[config.mk]
export PLATFORM = sky130hd
export DESIGN_NAME = tag_ram_nway
export DESIGN_NICKNAME = d
export VERILOG_FILES = /design/src/rtl/tag_ram_pkg.sv /design/src/rtl/tag_way_bank.sv /design/src/rtl/tag_ram_nway.sv
export SDC_FILE = /design/constraint.sdc
export NUM_CORES = 1
export LEC_CHECK = 0
export ABC_CLOCK_PERIOD_IN_PS = 5730
export BUFFER_PORTS_ARGS = -buffer_cell sky130_fd_sc_hd__buf_4
export CORE_MARGIN = 8
export CORE_UTILIZATION = 50
export CTS_CLUSTER_SIZE = 20
export DETAILED_ROUTE_END_ITERATION = 8
export GPL_TIMING_DRIVEN = 1
export HOLD_SLACK_MARGIN = 0.1
export PLACE_DENSITY_LB_ADDON = 0.05
export REMOVE_ABC_BUFFERS = 1
export SLEW_MARGIN = 30
export SYNTH_ARGS = -nofsm -noshare
export SYNTH_HDL_FRONTEND = slang
export SYNTH_SLANG_ARGS = --single-unit
[constraint.sdc]
create_clock -name clock -period 5.73 [get_ports clock]
set_clock_uncertainty 0.2 [all_clocks]
set_input_delay 1.146 -clock clock [delete_from_list [all_inputs] [get_ports clock]]
set_output_delay 1.146 -clock clock [all_outputs]
set_load 0.02 [all_outputs]
[src/rtl/tag_ram_pkg.sv]
// ---------------------------------------------------------------------------
// Package: tag_ram_pkg
// Purpose: Shared definitions for the N-way tag/MSI-state array. Holds the
//          coherence state width, the MSI state encodings and the encoding
//          of the init/ready controller FSM.
// Contents:
//   SWIDTH          width of the coherence state field
//   ST_I/ST_S/ST_M  Invalid / Shared / Modified encodings
//   fsm_t           INIT (clear sweep running) / READY (serving requests)
// ---------------------------------------------------------------------------
package tag_ram_pkg;

   localparam int SWIDTH = 2;

   localparam logic [SWIDTH-1:0] ST_I = 2'b00;
   localparam logic [SWIDTH-1:0] ST_S = 2'b01;
   localparam logic [SWIDTH-1:0] ST_M = 2'b10;

   typedef enum logic {
      INIT  = 1'b0,
      READY = 1'b1
   } fsm_t;

endpackage

[src/rtl/tag_way_bank.sv]
// ---------------------------------------------------------------------------
// Module: tag_way_bank
// Purpose: One way of the tag array: DEPTH x EWIDTH storage with a single
//          write port and a synchronous read implemented as a latched read
//          index driving an asynchronous array read. Because the stored word
//          and the read index update on the same edge, a read and a write to
//          the same index in one cycle return the freshly written word
//          (write-first).
// Ports:
//   clock     in   rising-edge clock
//   reset_n   in   asynchronous active-low reset (clears the read index only)
//   wr_en     in   write strobe
//   wr_idx    in   AWIDTH  write index
//   wr_data   in   EWIDTH  word to store
//   rd_en     in   capture rd_idx at this edge
//   rd_idx    in   AWIDTH  read index
//   rd_data   out  EWIDTH  word at the latched read index
// ---------------------------------------------------------------------------
module tag_way_bank #(
   parameter int AWIDTH = 3,
   parameter int EWIDTH = 18
) (
   input  logic              clock,
   input  logic              reset_n,
   input  logic              wr_en,
   input  logic [AWIDTH-1:0] wr_idx,
   input  logic [EWIDTH-1:0] wr_data,
   input  logic              rd_en,
   input  logic [AWIDTH-1:0] rd_idx,
   output logic [EWIDTH-1:0] rd_data
);

   localparam int DEPTH = 1 << AWIDTH;

   logic [EWIDTH-1:0] mem [DEPTH];
   logic [AWIDTH-1:0] rd_idx_q;

   // Storage has no reset on purpose: the parent's init sweep clears every
   // entry, which keeps this array mappable onto plain RAM.
   always_ff @(posedge clock) begin
      if (wr_en) begin
         mem[wr_idx] <= wr_data;
      end
   end

   // The read index is only captured on an accepted request, so the
   // output keeps showing the same entry until the next request.
   always_ff @(posedge clock or negedge reset_n) begin
      if (!reset_n) begin
         rd_idx_q <= '0;
      end else if (rd_en) begin
         rd_idx_q <= rd_idx;
      end
   end

   assign rd_data = mem[rd_idx_q];

endmodule

[src/rtl/tag_ram_nway.sv]
// ---------------------------------------------------------------------------
// Module: tag_ram_nway
// Purpose: N-way tag + MSI state array for the L1 cache. One set index is
//          read or written per request, all ways in parallel. Reads are
//          synchronous with one cycle of latency and include a per-way tag
//          compare. After reset the array sweeps every index to
//          {tag=0, state=ST_I} before accepting requests.
// Optional feature macro: TAG_PARITY_EN
//   When defined, every entry carries an even-parity bit over {state,tag};
//   a mismatch on read raises parity_err[w] and suppresses rsp_hit[w].
// Ports:
//   clock       in   rising-edge clock
//   reset_n     in   asynchronous active-low reset
//   req_valid   in   request present
//   req_ready   out  request can be accepted (low during the init sweep)
//   req_idx     in   AWIDTH       set index
//   req_tag     in   TWIDTH       tag to write and to compare
//   req_we      in   WAYS         per-way write enable, all zero = lookup
//   req_state   in   SWIDTH       state written alongside the tag
//   rsp_valid   out  one-cycle pulse, the cycle after an accept
//   rsp_tags    out  WAYS*TWIDTH  way w at [w*TWIDTH +: TWIDTH]
//   rsp_states  out  WAYS*SWIDTH  way w at [w*SWIDTH +: SWIDTH]
//   rsp_hit     out  WAYS         stored tag matches latched tag, not Invalid
//   init_done   out  high once the clear sweep has finished
//   parity_err  out  WAYS         (TAG_PARITY_EN only) stored parity mismatch
// ---------------------------------------------------------------------------
module tag_ram_nway #(
   parameter int AWIDTH = 3,
   parameter int TWIDTH = 16,
   parameter int WAYS   = 2,
   parameter int SWIDTH = 2
) (
   input  logic                     clock,
   input  logic                     reset_n,
   input  logic                     req_valid,
   output logic                     req_ready,
   input  logic [AWIDTH-1:0]        req_idx,
   input  logic [TWIDTH-1:0]        req_tag,
   input  logic [WAYS-1:0]          req_we,
   input  logic [SWIDTH-1:0]        req_state,
   output logic                     rsp_valid,
   output logic [WAYS*TWIDTH-1:0]   rsp_tags,
   output logic [WAYS*SWIDTH-1:0]   rsp_states,
   output logic [WAYS-1:0]          rsp_hit,
   output logic                     init_done
`ifdef TAG_PARITY_EN
   ,
   output logic [WAYS-1:0]          parity_err
`endif
);

   import tag_ram_pkg::*;

   localparam int DEPTH = 1 << AWIDTH;
`ifdef TAG_PARITY_EN
   localparam int PWIDTH = 1;
`else
   localparam int PWIDTH = 0;
`endif
   localparam int EWIDTH = TWIDTH + SWIDTH + PWIDTH;
   localparam logic [AWIDTH-1:0] LAST_IDX = AWIDTH'(DEPTH - 1);

   fsm_t              state;
   fsm_t              state_next;
   logic [AWIDTH-1:0] init_cnt;
   logic [AWIDTH-1:0] init_cnt_next;
   logic              sweep_we;

   logic              accept;
   logic [TWIDTH-1:0] tag_q;
   logic              rsp_live;

   logic [AWIDTH-1:0] wr_idx;
   logic [EWIDTH-1:0] wr_data;
   logic [EWIDTH-1:0] req_entry;
   logic [EWIDTH-1:0] rd_data [WAYS];

   // Controller state and sweep counter. Reset drops straight back into
   // INIT with the counter at zero, so an interrupted sweep starts over.
   always_ff @(posedge clock or negedge reset_n) begin
      if (!reset_n) begin
         state    <= INIT;
         init_cnt <= '0;
      end else begin
         state    <= state_next;
         init_cnt <= init_cnt_next;
      end
   end

   // INIT writes one index per cycle across all ways. The counter is
   // cleared when the sweep exits rather than being allowed to wrap, so
   // nothing is ever written past the last index.
   always_comb begin
      state_next    = state;
      init_cnt_next = init_cnt;
      sweep_we      = 1'b0;
      case (state)
         INIT: begin
            sweep_we = 1'b1;
            if (init_cnt == LAST_IDX) begin
               state_next    = READY;
               init_cnt_next = '0;
            end else begin
               init_cnt_next = init_cnt + AWIDTH'(1);
            end
         end
         READY: begin
            state_next = READY;
         end
         default: begin
            state_next = INIT;
         end
      endcase
   end

   assign req_ready = (state == READY);
   assign init_done = (state == READY);
   assign accept    = req_valid & req_ready;

   // Request latch. rsp_live stays low from reset until the first accept
   // so the response outputs read as zero before any lookup, regardless
   // of what the storage holds.
   always_ff @(posedge clock or negedge reset_n) begin
      if (!reset_n) begin
         rsp_valid <= 1'b0;
         rsp_live  <= 1'b0;
         tag_q     <= '0;
      end else begin
         rsp_valid <= accept;
         if (accept) begin
            rsp_live <= 1'b1;
            tag_q    <= req_tag;
         end
      end
   end

   // Entry layout, LSB first: tag, state, then the parity bit if present.
`ifdef TAG_PARITY_EN
   assign req_entry = {^{req_state, req_tag}, req_state, req_tag};
`else
   assign req_entry = {req_state, req_tag};
`endif

   // The sweep owns the write port while it runs; an all-zero word is a
   // valid Invalid entry with correct (even) parity.
   assign wr_idx  = sweep_we ? init_cnt : req_idx;
   assign wr_data = sweep_we ? '0 : req_entry;

   for (genvar w = 0; w < WAYS; w++) begin : g_way
      logic [TWIDTH-1:0] way_tag;
      logic [SWIDTH-1:0] way_state;
      logic              way_perr;

      tag_way_bank #(
         .AWIDTH (AWIDTH),
         .EWIDTH (EWIDTH)
      ) u_bank (
         .clock   (clock),
         .reset_n (reset_n),
         .wr_en   (sweep_we | (accept & req_we[w])),
         .wr_idx  (wr_idx),
         .wr_data (wr_data),
         .rd_en   (accept),
         .rd_idx  (req_idx),
         .rd_data (rd_data[w])
      );

      assign way_tag   = rd_data[w][TWIDTH-1:0];
      assign way_state = rd_data[w][TWIDTH +: SWIDTH];

`ifdef TAG_PARITY_EN
      assign way_perr      = rsp_live & (rd_data[w][EWIDTH-1] != ^rd_data[w][EWIDTH-2:0]);
      assign parity_err[w] = way_perr;
`else
      assign way_perr = 1'b0;
`endif

      // Compare against the latched tag; a way with bad parity never hits.
      // Several ways hitting at once is reported as-is.
      assign rsp_tags[w*TWIDTH +: TWIDTH]   = rsp_live ? way_tag : '0;
      assign rsp_states[w*SWIDTH +: SWIDTH] = rsp_live ? way_state : '0;
      assign rsp_hit[w] = rsp_live & (way_tag == tag_q) &
                          (way_state != SWIDTH'(ST_I)) & ~way_perr;
   end

endmodule

# Word level (Yosys, flattened, before mapping)
# Memory sizes are Yosys's and may differ from the RTL's.
# Index checks and enable logic that the tools add are counted.
word_totals:
  register_bits: 25
  ram_bits: 288
  inputBits: 26
  output_inout_bits: 41
  mem_count: 2
mem_list:
  columns: ["memory", "depth", "width", "read_ports", "rd_ports_with_merged_regs", "write_ports", "line", "text"]
  rows:
  - ["g_way[0].u_bank.mem", 8, 18, 1, 0, 1, "tag_way_bank.sv:35", "logic [EWIDTH-1:0] mem [DEPTH];"]
  - ["g_way[1].u_bank.mem", 8, 18, 1, 0, 1, "tag_way_bank.sv:35", null]
op_classes:
  addsub: 1
  n_eq_ne: 3
  mux: 14
  bitwise: 10
  n_reduce_logical: 2
ops:
  columns: ["cell", "n"]
  rows:
  - ["$eq 16x16->1", 2]
  - ["$mux 16", 2]
  - ["$mux 18", 1]
  - ["$and 1x1->1", 7]
  - ["$mux 1", 6]
  - ["$mux 3", 2]
  - ["$mux 2", 2]
  - ["$reduce_bool 2->1", 2]
  - ["$add 3x1->3 const B", 1]
  - ["$eq 3x3->1 const B", 1]
  - ["$or 1x1->1", 2]
  - ["$pmux 1 s2", 1]
  - ["$not 1->1", 1]

# Depth between registers and ports, before layout
# Gate-level depths: netlist of run 1.
logic_depth:
  depth_word: 5
  mapped_depth: 9
  mapped_depth_nobuf: 6

# By module
# A second synthesis of run 1 with hierarchy kept.
hier_totals:
  cells_unflattened: 615
  area_unflattened_um2: 13008.7
modules_own_cells:
  columns: ["module", "instances", "cells_each", "area_per_inst_um2", "seq_area_each_um2"]
  rows:
  - ["tag_way_bank", 2, 227, 5704.2, 4399.2]
  - ["tag_ram_nway", 1, 161, 1600.3, 550.5]

# Least setup slack after synthesis of run 1
# Ideal clock, no wire load.
synth_timing:
  path_kind: "reg2out"
  start: "reg g_way[0].u_bank.rd_idx_q[1]"
  end: "out rsp_hit[0]"
  t_arrival_ns: 2.199
  t_required_ns: 4.384
  path_slack_ns: 2.185
  stages_incl_launch_ff: 10
  cell_sequence: "dfrtp_1 buf_6 buf_6 buf_2 mux2_1 o22ai_1 nor3_1 xnor2_1 nand4_1 nor4_2"
synth_between:
  elab_chain_len: 4
synth_lines:
  columns: ["item", "line", "text"]
  rows:
  - ["start: declaration", "tag_way_bank.sv:36", "logic [AWIDTH-1:0] rd_idx_q;"]
  - ["start signal: assignment", "tag_way_bank.sv:52", "rd_idx_q <= rd_idx;"]
  - ["$mem_v2 8x18 *", null, null]
  - ["$eq 16x16->1", "tag_ram_nway.sv:182", "assign rsp_hit[w] = rsp_live & (way_tag == tag_q) &"]
  - ["$and 1x1->1", "tag_ram_nway.sv:182", null]
  - ["$and 1x1->1 *", "tag_ram_nway.sv:182", null]
  - ["end: declaration", "tag_ram_nway.sv:44", "output logic [WAYS-1:0] rsp_hit,"]
# Every way passes the cells marked *; elsewhere a longest branch is shown, timed or not.

# Worst setup path after layout of run 1
# Same ends and word-level chain as after synthesis.

==> run summary, run 1 <==
The synthesized area per cell works out to 18.7 um2. For the finished layout, the period the worst path requires is 4.92 ns. At the end of the flow, the number of nets in the layout was 804. The startpoint-to-endpoint class of the critical path was reg2out.

After synthesis the netlist holds a flip-flop and latch count of 313. The critical path goes through buf_12, mux4_2, mux2i_1, xnor2_1, nor4_2, nand4_1, nor4_2, buf_4. The routability congestion estimate from global placement is 0.765.

For the relative slew slack, the log shows 50.4%. The layout overhead on the synthesized area works out to 16.3%. The logs give 0 for the final setup violation count and 0.50 ns for the clock network latency to the later pin of the worst-skew pair.

The largest individual stage delay along the critical path comes from the cell dfrtp_4. The most common cell after layout, fill and taps aside is edfxtp_1. The run finished with clean final reports. The worst path required time is 4.38 ns, and the half-perimeter wire length of the detailed placement result is 19.3 mm. The starting DRC count in detailed routing came out at 577. The tools report the placed cell area as 13,700 um2. In the final routed layout, each cell accounts on average for 27.7 um. The fraction of layout instances using a drive strength above 1 is 32.3%, and the post-cts hold buffer count is 0.

The run gives 0 as the number of buffers added for setup after CTS. Once the floorplan was initialized, standard cells occupied 50.8% of the core. The ratio of routed vias to standard cells works out to 5.95. The synthesized design contains 288 enable-type register cells.

Buffers placed on the I/O ports in this run total 66. The first global-routing pass estimated 46.2 mm of wire. Of the synthesized area, sequential elements account for 72.7%.

The detail route stage leaves a number of antenna-violating nets equal to 0. The logs give 0 for the number of gates resized after cts and 0 for the number of max-cap violations. For the remaining design rule violation count, the log shows 0. At the end of the flow the core is filled with cells to 59.1%. The run gives 0.000212 V as the maximum resistive drop on vdd. The tools report the startpoint type of the worst setup path as a flop. The analysis attributes to cell leakage a power of 4.98 nW.

Power spread over the standard cell area amounts to 356 nW/um2. The most numerous cell type found on the critical path is nor4_2. Clock tree synthesis inserted a total of 35 buffers. The run gives 0 as the count of endpoints failing hold in the final timing report. The pre-antenna-repair detailed-routing pass consisted of 6 iterations. For this run the aggregate overflow at the end of global routing stands at 0. The maximum fanout along the worst path is 39, and the horizontal die dimension is 176 um.

The floorplan step defined a die boundary enclosing 30,900 um2. After floorplanning, the core was divided into 58 placement rows. Pin placement for this block handled 67 I/O pins. The H-tree generated during clock tree synthesis spans 2 levels.

For the max-slew violation count, the log shows 0. The final standard cell count with taps included and fillers excluded is 1,130, and the delay of the slowest cell on the worst path is 0.79 ns. TritonCTS built the clock tree. For this run, the leading register cell type out of synthesis is edfxtp_1.

The clock transition at the register clock pins on the worst setup and hold paths after CTS is 0.06 ns, and the aggregate routed wire length is 31.3 mm. In this run the clock root is driven by a clkbuf_16. The routed layout has 6,720 vias. The number of instances in the placed design is 1,069, and the count of different cell masters after synthesis is 44. In the post-route analysis, the smallest setup slack over all paths is 0.808 ns. For the number of diodes added for antenna fixing, the log shows 0.

Yosys printed 0 warnings. The pre-CTS setup slack is 1.23 ns. The min-delay analysis places its worst path in the category reg2reg.

With fillers left out, the area of the finished cells amounts to 14,800 um2. The worst setup path is captured at a primary output. After layout, the worst path uses 85.9% of the clock period. Overall die height: 176 um. In the layout the commonest cells are 288 x edfxtp_1, 88 x buf_4, 52 x mux4_2, 38 x mux2_2, 37 x clkbuf_16. The clock net in this run drives a total of 313 sinks.

In the final timing run, aggregate negative setup slack is 0 ns. The maximum number of pins on one net before global-route repair came out at 44. Setup repair after global routing left no endpoint under its margin. Slew at the pin with the worst max-slew slack: 0.743 ns. The mapped netlist covers 12,800 um2.

The async set-reset flop share out of synthesis was 7.99%. The logs give 682 for the number of standard cells after synthesis and 3.58 ns for the critical path data arrival time. The initial antenna violation count is 0.

The area of the placeable core is 25,100 um2, and the number of global-route vias before repair is 7,041. The number of buffers on the longest clock path came out at 3. Timing would allow up to 203 MHz. The overall track demand over capacity in global routing came out at 20.4%.
-- sequential cells by signal, indices dropped and copies added, names as in the netlist --
signal / cells
init_cnt: 3
rsp_valid: 1
g_way.u_bank.rd_idx_q: 3
rsp_live: 1
tag_q: 16
init_done: 1
g_way.u_bank.mem: 288
-- cell families after synthesis --
group,synth area share [%]
fa+ha+maj,0.196
simple gates,5.45
buf+inv,1.72
compound gates,2.35
mux,15.6
xor+xnor,2.06
flops,72.7
-- worst max-delay path: cells and delay by family (launching register included) --
family / cells / cell delay [ns]
xor+xnor: 1 / 0.15
buf+inv: 2 / 0.52
mux: 2 / 0.80
simple gates: 3 / 0.78
flops: 1 / 0.79
-- power breakdown --
part / internal (mW) / switching, mW
registers: 2.52 / 0.0521
clock network: 1.31 / 0.846
logic: 0.244 / 0.310
-- through the flow --
stage | power (mW) | hold slack [ns]
floorplan | 2.97 | 0.325
global placement | 3.18 | 0.356
detailed placement | 3.19 | 0.353
CTS | 5.34 | 0.364
global route | 5.45 | 0.401
finish | 5.29 | 0.366
-- synth_stat cells, drive strengths merged (5+ instances only) --
cell | number | share of area (%)
buf | 23 | 1.3
xnor2 | 26 | 1.8
edfxtp | 288 | 68
mux4 | 52 | 9.2
nor2 | 47 | 1.4
a211oi | 14 | 0.82
nor3 | 8 | 0.31
nand2 | 12 | 0.35
nor4 | 8 | 0.64
and2 | 26 | 1.3
nor2b | 14 | 0.69
clkbuf | 10 | 0.29
dfrtp | 25 | 4.9
a21oi | 7 | 0.27
o22ai | 10 | 0.49
nand2b | 5 | 0.25
mux2i | 30 | 2.6
mux2 | 43 | 3.8
-- final cells by class --
class | count | area, um2
clock buffers | 45 | 956
clock inverters | 16 | 159
fillers | 1896 | 10300
inverters | 4 | 15.0
multi-input cells | 332 | 3310
flip-flops and latches | 313 | 9290
well taps | 330 | 413
repair buffers | 90 | 708
-- final timing paths --
path                                                         startpoint                                      end  slack, ns  depth (start not counted)
worst max-delay path            g_way[0].u_bank.rd_idx_q[1]$_DFFE_PN0P_                               rsp_hit[0]       0.81                          8
worst min-delay path                              tag_q[12]$_DFFE_PN0P_                    tag_q[12]$_DFFE_PN0P_       0.37                          1
worst max register to register                      init_done$_DFF_PN0_      g_way[1].u_bank.mem[7][4]$_DFFE_PP_       2.65                          5
worst min register to register                    tag_q[12]$_DFFE_PN0P_                    tag_q[12]$_DFFE_PN0P_       0.37                          1
max in group asynchronous                                       reset_n  g_way[0].u_bank.rd_idx_q[1]$_DFFE_PN0P_       4.57                          1
min in group asynchronous                                       reset_n                     tag_q[8]$_DFFE_PN0P_       0.40                          1
-- routing by layer --
metal  global-route usage [%]  vias up  share of wire (%)
li1                         -     2890                  -
met1                     28.2     3584                 44
met2                     33.4      199                 49
met3                     3.20       47                4.6
met4                     5.12        0                1.9
met5                        0        -                  0
Power figures use the tool's default switching activity.
==> run 2, diff against run 1 <==
MAX_ROUTING_LAYER = met4   (was unset)
==> run summary, run 2 (same netlist as run 1, synthesis figures left out) <==
The flow ran to the end, and the final reports show no timing, DRC or antenna violations. The ratio of routed vias to standard cells is 5.96 (+0.15%). The routability congestion estimate from global placement was 0.776 (+1.3%); the number of buffers added for setup after CTS was 0 (unchanged).

Average wire per standard cell: 27.6 um (-0.28%). The fraction of layout instances using a drive strength above 1 is 32.3% (unchanged), and the number of search-and-repair iterations in the first detailed-routing pass is 4 (-2). The fmax came out at 203 MHz (-0.27%).

The tools report the count of filler cells inserted in the layout as 1,896 (unchanged). The delay of the slowest cell on the worst path came out at 0.78 ns (about the same). The startpoint-to-endpoint class of the critical path is reg2out. The clock network latency to the later pin of the worst-skew pair is 0.50 ns (about the same), and the internal power is 4.08 mW (about the same). Final clock period utilization by the worst path: 86.1% (+0.23 points).

The worst setup path is launched from a flop. Cell area power density: 356 nW/um2 (about the same). For the critical path data arrival time, the log shows 3.59 ns (about the same). The overall die height came out at 176 um (unchanged).

Setup repair after global routing left no endpoint under its margin. The pre-CTS setup slack came out at 1.23 ns (unchanged). The depth of the CTS H-tree came out at 2 (unchanged). The count of buffers from port buffering came out at 66 (unchanged). The slew at the pin with the worst max-slew slack was 0.766 ns (+0.0238 ns); the starting DRC count in detailed routing was 553 (-4.2%).

The number of buffers created by CTS was 35 (unchanged); the layout overhead on the synthesized area was 16.3% (unchanged). The initial antenna violation count is 0 (unchanged). The logs give 48.7% (about the same) for the sequential cell fraction of total power and 4.98 nW (unchanged) for the leakage power figure. For the number of gates resized after cts, the log shows 0 (unchanged). The min-delay analysis places its worst path in the category reg2reg.

The area of the placeable core was 25,100 um2 (unchanged). The final global-route overflow total was 0 (unchanged); the relative slew slack was 48.8% (-1.6 points). The run gives 40.8% (about the same) as the proportion of power drawn by the clock network. The number of diodes added for antenna fixing was 0 (unchanged); the setup total negative slack was 0 ns (unchanged). The number of top-level pins was 67 (unchanged); the detailed-routed wire length on met2 was 15.3 mm (-0.28%).

The horizontal die dimension was 176 um (unchanged). The run gives 3 (unchanged) as the number of buffers on the longest clock path. The switching power is 1.21 mW (about the same), and the worst-case setup margin in the final layout is 0.795 ns (-0.0132 ns).

The final setup violation count is 0 (unchanged), and the overall track demand over capacity in global routing is 21.0% (+0.62 points). The portion of total power attributed to combinational logic was 10.5% (about the same). The critical path goes through buf_12, mux4_2, mux2_2, xnor2_1, nand4_1, nor4_2, buf_4. Maximum number of pins on one net before global-route repair: 44 (unchanged).

The switching power share of the total is 22.8% (about the same). The logs give 0 (unchanged) for the count of endpoints failing hold in the final timing report and 0 (unchanged) for the remaining design rule violation count. The via count of the routed design came out at 6,730 (+0.15%). The total met3 wirelength after detailed routing came out at 1.42 mm (-1.5%).

TritonCTS built the clock tree. The number of nets with antenna violations after routing came out at 0 (unchanged). The cell sitting at the root of the clock tree is a clkbuf_16. The maximum fanout along the worst path is 39 (unchanged), and the worst path required time is 4.38 ns (about the same). STA classifies the critical path endpoint as a primary output.

The half-perimeter wire length of the detailed placement result is 19.3 mm (unchanged), and the first-pass GRT wire length is 46.3 mm (+0.11%). Post-cts hold buffer count: 0 (unchanged). Final period demand of the worst path: 4.94 ns (+0.0132 ns). The number of cell rows is 58 (unchanged).

The number of cells on the worst reg-to-reg path was 5 (unchanged). The logs give 50.8% (unchanged) for the initial core utilization and 31.2 mm (-0.28%) for the aggregate routed wire length. The number of nets in the final layout came out at 804 (unchanged). The library cell used most frequently in the layout, excluding fill and tap cells, is edfxtp_1.

For this design, the slowest cell found on the critical path is dfrtp_4. The number of cells on the worst hold path was 1 (unchanged); the detailed-routing wirelength on met1 was 13.8 mm (-0.25%). The number of max-cap violations is 0 (unchanged).

The largest registers in the layout are g_way.u_bank.mem (288), tag_q (16). The run gives 0 (unchanged) as the max-slew violation count. The clock sink count was 313 (unchanged). The clock transition at the register clock pins on the worst setup and hold paths after CTS works out to 0.06 ns (about the same). The top register by number of flip-flops is g_way.u_bank.mem.

The number of flip-flops under the largest register name came out at 288 (unchanged). The floorplan die area is 30,900 um2 (unchanged). The number of global-route vias before repair is 7,037 (-0.057%).

The tools report the maximum resistive drop on vdd as 0.000212 V (-0.27%). Uppermost layer routed: met4. The worst reg-to-reg setup slack came out at 2.65 ns (about the same).

In the layout the commonest cells are 288 x edfxtp_1, 88 x buf_4, 52 x mux4_2, 38 x mux2_2, 37 x clkbuf_16.
==> run 2: cell counts in the layout (fill, tap and decap cells not counted) <==
Identical to the previous run, type by type.
==> run 2: cell type report <==
type | count | area (um2) | share of cell area, %
inverter | 4 | 15.0 | 0.101
multi-input combinational | 332 | 3310 | 22.3
clock inverter | 16 | 159 | 1.07
tap | 330 | 413 | 2.78
sequential | 313 | 9290 | 62.6
clock buffer | 45 | 956 | 6.44
timing repair buffer | 90 | 708 | 4.77
==> run 2: per-layer routing <==
layer / global-route usage, % / vias to the layer above
li1: - / 2892
met1: 28.4 / 3580
met2: 33.4 / 209
met3: 3.01 / 49
met4: 5.12 / 0
met5: - / -
==> run 2: worst max-delay path, delay by kind of cell (launching register included) <==
kind / cells / cell delay [ns]
xor+xnor: 1 / 0.31
simple gates: 2 / 0.62
flops: 1 / 0.78
mux: 2 / 0.82
buf+inv: 2 / 0.52
==> run 2: worst paths after layout <==
check                                                   startpoint                                 endpoint
hold reg to reg                              tag_q[12]$_DFFE_PN0P_                    tag_q[12]$_DFFE_PN0P_
hold / removal                               tag_q[12]$_DFFE_PN0P_                    tag_q[12]$_DFFE_PN0P_
max in group asynchronous                                  reset_n  g_way[0].u_bank.rd_idx_q[0]$_DFFE_PN0P_
min in group asynchronous                                  reset_n                  init_cnt[1]$_DFFE_PN0N_
setup reg to reg                               init_done$_DFF_PN0_     g_way[1].u_bank.mem[5][17]$_DFFE_PP_
setup / recovery           g_way[0].u_bank.rd_idx_q[1]$_DFFE_PN0P_                               rsp_hit[0]
==> run 2: stage by stage <==
step	total power, mW	instances	cell area (um2)	hold slack (ns)	utilization, %
2_1_floorplan	2.97	649	12600	0.325	-
3_3_place_gp	3.18	1068	13700	0.356	54.6
3_5_place_dp	3.19	1069	13700	0.353	54.7
4_1_cts	5.34	1130	14800	0.364	59.1
5_1_grt	5.45	1130	14800	0.401	59.1
6_report	5.29	1130	14800	0.366	59.1
==> run 2: power groups by stage <==
stage / clock network [mW] / registers, mW / logic [mW]
after floorplan: 0 / 2.63 / 0.339
after global placement: 0 / 2.64 / 0.542
after detailed placement: 0 / 2.63 / 0.559
after CTS: 2.20 / 2.58 / 0.562
after global routing: 2.28 / 2.58 / 0.589
final: 2.16 / 2.58 / 0.554
==> run 3, diff against run 2 <==
ABC_CLOCK_PERIOD_IN_PS = 5220   (was 5730)
CORE_MARGIN = unset   (was 8)
TNS_END_PERCENT = 30   (was unset)
clock period = 5.22 ns   (was 5.73 ns; I/O delays follow)
==> run summary, run 3 (same netlist as run 1, synthesis figures left out) <==
The run finished with clean final reports. The tools report the startpoint type of the worst setup path as a flop. For the first-pass GRT wire length, the log shows 45.1 mm (-2.6%). The routability congestion estimate from global placement came out at 0.829 (+6.9%).

The launch instance of the worst register-to-register path was init_done$_DFF_PN0_. The placed cell area was 13,700 um2 (-0.15%). The signal on the critical path passes through buf_4, mux4_2, mux2i_4, xnor2_1, nor4_2, nand4_1, nor4_2, buf_4. The tools report the max-slew violation count as 0 (unchanged). The worst hold path belongs to the class in2async. The worst reg-to-reg setup slack was 2.11 ns (-0.54 ns); the final clock period utilization by the worst path was 93.6%. The fraction of layout instances using a drive strength above 1 was 32.8% (+0.58 points); the cell area power density was 391 nW/um2 (+9.8%). For this run, the top clock speed supported by timing is 205 MHz.

The maximum number of pins on one net before global-route repair came out at 54 (+23%). The root buffer selected by CTS is clkbuf_16. The number of cells on the worst reg-to-reg path is 6 (+1), and the layout overhead on the synthesized area is 16.3% (about the same).

The tools report the leakage power figure as 4.98 nW (about the same). The beginning of the critical path was g_way[0].u_bank.rd_idx_q[1]$_DFFE_PN0P_. The final setup violation count came out at 0 (unchanged). The depth of the CTS H-tree is 2 (unchanged).

The clock transition at the register clock pins on the worst setup and hold paths after CTS is 0.06 ns (about the same), and the half-perimeter wire length of the detailed placement result is 18.6 mm (-3.9%). The number of flip-flops under the largest register name is 288 (unchanged). TritonCTS built the clock tree. The maximum resistive drop on vdd is 0.000237 V (+12%).

Setup total negative slack: 0 ns (unchanged). The number of global-route vias before repair is 7,011 (-0.37%). The startpoint-to-endpoint class of the critical path was reg2out.

The final period demand of the worst path was 4.89 ns; the number of search-and-repair iterations in the first detailed-routing pass was 4 (unchanged). The slew at the pin with the worst max-slew slack is 0.917 ns (+0.151 ns). The horizontal die dimension is 162 um (-8.0%). The initial core utilization came out at 50.8% (unchanged). Initial antenna violation count: 1 (+1). The clock network latency to the later pin of the worst-skew pair was 0.50 ns (about the same); the number of max-cap violations was 0 (unchanged). The delay of the slowest cell on the worst path was 0.76 ns (-0.02 ns); the maximum fanout along the worst path was 21 (-46%). The library cell used most frequently in the layout, excluding fill and tap cells, is edfxtp_1. The worst setup path is captured at a primary output. The run gives 807 (+0.37%) as the number of nets in the final layout. Overall track demand over capacity in global routing: 24.9% (+3.9 points). The critical path data arrival time is 3.64 ns (+0.05 ns), and the number of gates resized after cts is 0 (unchanged).

The overall die height is 162 um (-8.0%). The worst path required time is 3.98 ns (-0.40 ns). The relative slew slack was 38.8% (-10 points).

The number of diodes added for antenna fixing was 0 (unchanged); the number of buffers created by CTS was 35 (unchanged). The tools report the number of cell rows as 58 (unchanged). The post-route worst hold slack was 0.299 ns (-0.0665 ns); the final global-route overflow total was 0 (unchanged).

The cell with the largest stage delay on the worst path is dfrtp_4. The aggregate routed wire length was 30.6 mm (-1.8%). The logs give 67 (unchanged) for the number of top-level pins and 26,200 um2 (-15%) for the floorplan die area. Top register by number of flip-flops: g_way.u_bank.mem. The tools report the count of filler cells inserted in the layout as 1,925 (+1.5%). Leaving out fill and tap cells, the most frequent cells in the layout are 288 x edfxtp_1, 92 x buf_4, 52 x mux4_2, 38 x mux2_2, 37 x clkbuf_16. Setup repair after global routing left no endpoint under its margin. The post-route cell area is 14,800 um2 (about the same). The ratio of routed vias to standard cells was 5.95 (about the same). The count of endpoints failing hold in the final timing report was 0 (unchanged); the starting DRC count in detailed routing was 689 (+25%).

The count of buffers from port buffering is 66 (unchanged). The largest registers in the layout are g_way.u_bank.mem (288), tag_q (16). The logs give 6,735 (+0.074%) for the via count of the routed design and 0 (unchanged) for the number of nets with antenna violations after routing.

The average wire per standard cell was 27.1 um (-1.9%); the clock sink count was 313 (unchanged). The area of the placeable core was 25,100 um2 (unchanged). The number of buffers on the longest clock path was 3 (unchanged); the remaining design rule violation count was 0 (unchanged).
## run 3: cell count changes in the layout (fill, tap and decap cells not counted)
cell and delta:
clkbuf_1 -6, buf_4 +4, clkinv_1 +2, clkinv_2 +2, buf_16 -1, clkinvlp_4 +1, inv_8 -1
## run 3: what timing repair did
| action | CTS | global route |
|---|---|---|
| setup endpoints to repair | 0 | 1 |
| hold buffers | 0 | 0 |
| endpoints found under the hold margin | 0 | 0 |
| setup buffers | 0 | 1 |
## run 3: final cells by class
cell class / count / area, um2 / area share, %
Inverter: 4 / 15.0 / 0.101
Clock inverter: 20 / 173 / 1.16
Tap cell: 330 / 413 / 2.78
Sequential cell: 313 / 9290 / 62.6
Multi-Input combinational cell: 332 / 3310 / 22.3
Clock buffer: 39 / 933 / 6.29
Timing Repair Buffer: 93 / 711 / 4.79
## run 3: per-stage QoR
step	total power [mW]	utilization [%]	worst slack (ns)	std cells
floorplan	3.26	-	0.0404	649
global placement	3.48	54.6	0.611	1071
detailed placement	3.48	54.6	0.574	1071
CTS	5.84	59.0	0.0457	1130
global route	5.98	59.1	0.171	1131
finish	5.80	59.1	0.332	1131
## run 3: routing by layer
layer | routed length (um) | GRT usage [%]
met4 | 546 | 6.43
met5 | 0 | -
met1 | 13100 | 33.3
met3 | 2390 | 5.08
met2 | 14600 | 39.2
## run 3: final timing paths
path | to
worst max-delay path | rsp_hit[0]
worst min-delay path | init_cnt[1]$_DFFE_PN0N_
min in group clock | tag_q[14]$_DFFE_PN0P_
max in group asynchronous | g_way[0].u_bank.rd_idx_q[0]$_DFFE_PN0P_
worst max register to register | g_way[1].u_bank.mem[7][12]$_DFFE_PP_
worst min register to register | tag_q[14]$_DFFE_PN0P_
## run 3: where the power goes
part | internal [mW] | switching, mW
sequential | 2.77 | 0.0597
clock | 1.43 | 0.945
combinational | 0.267 | 0.334
total | 4.47 | 1.34
## run 3: critical path: cells and delay by family (launching register included)
kind	cells	cell delay [ns]
simple gates	3	0.96
buf+inv	2	0.52
xor+xnor	1	0.16
mux	2	0.74
flops	1	0.76
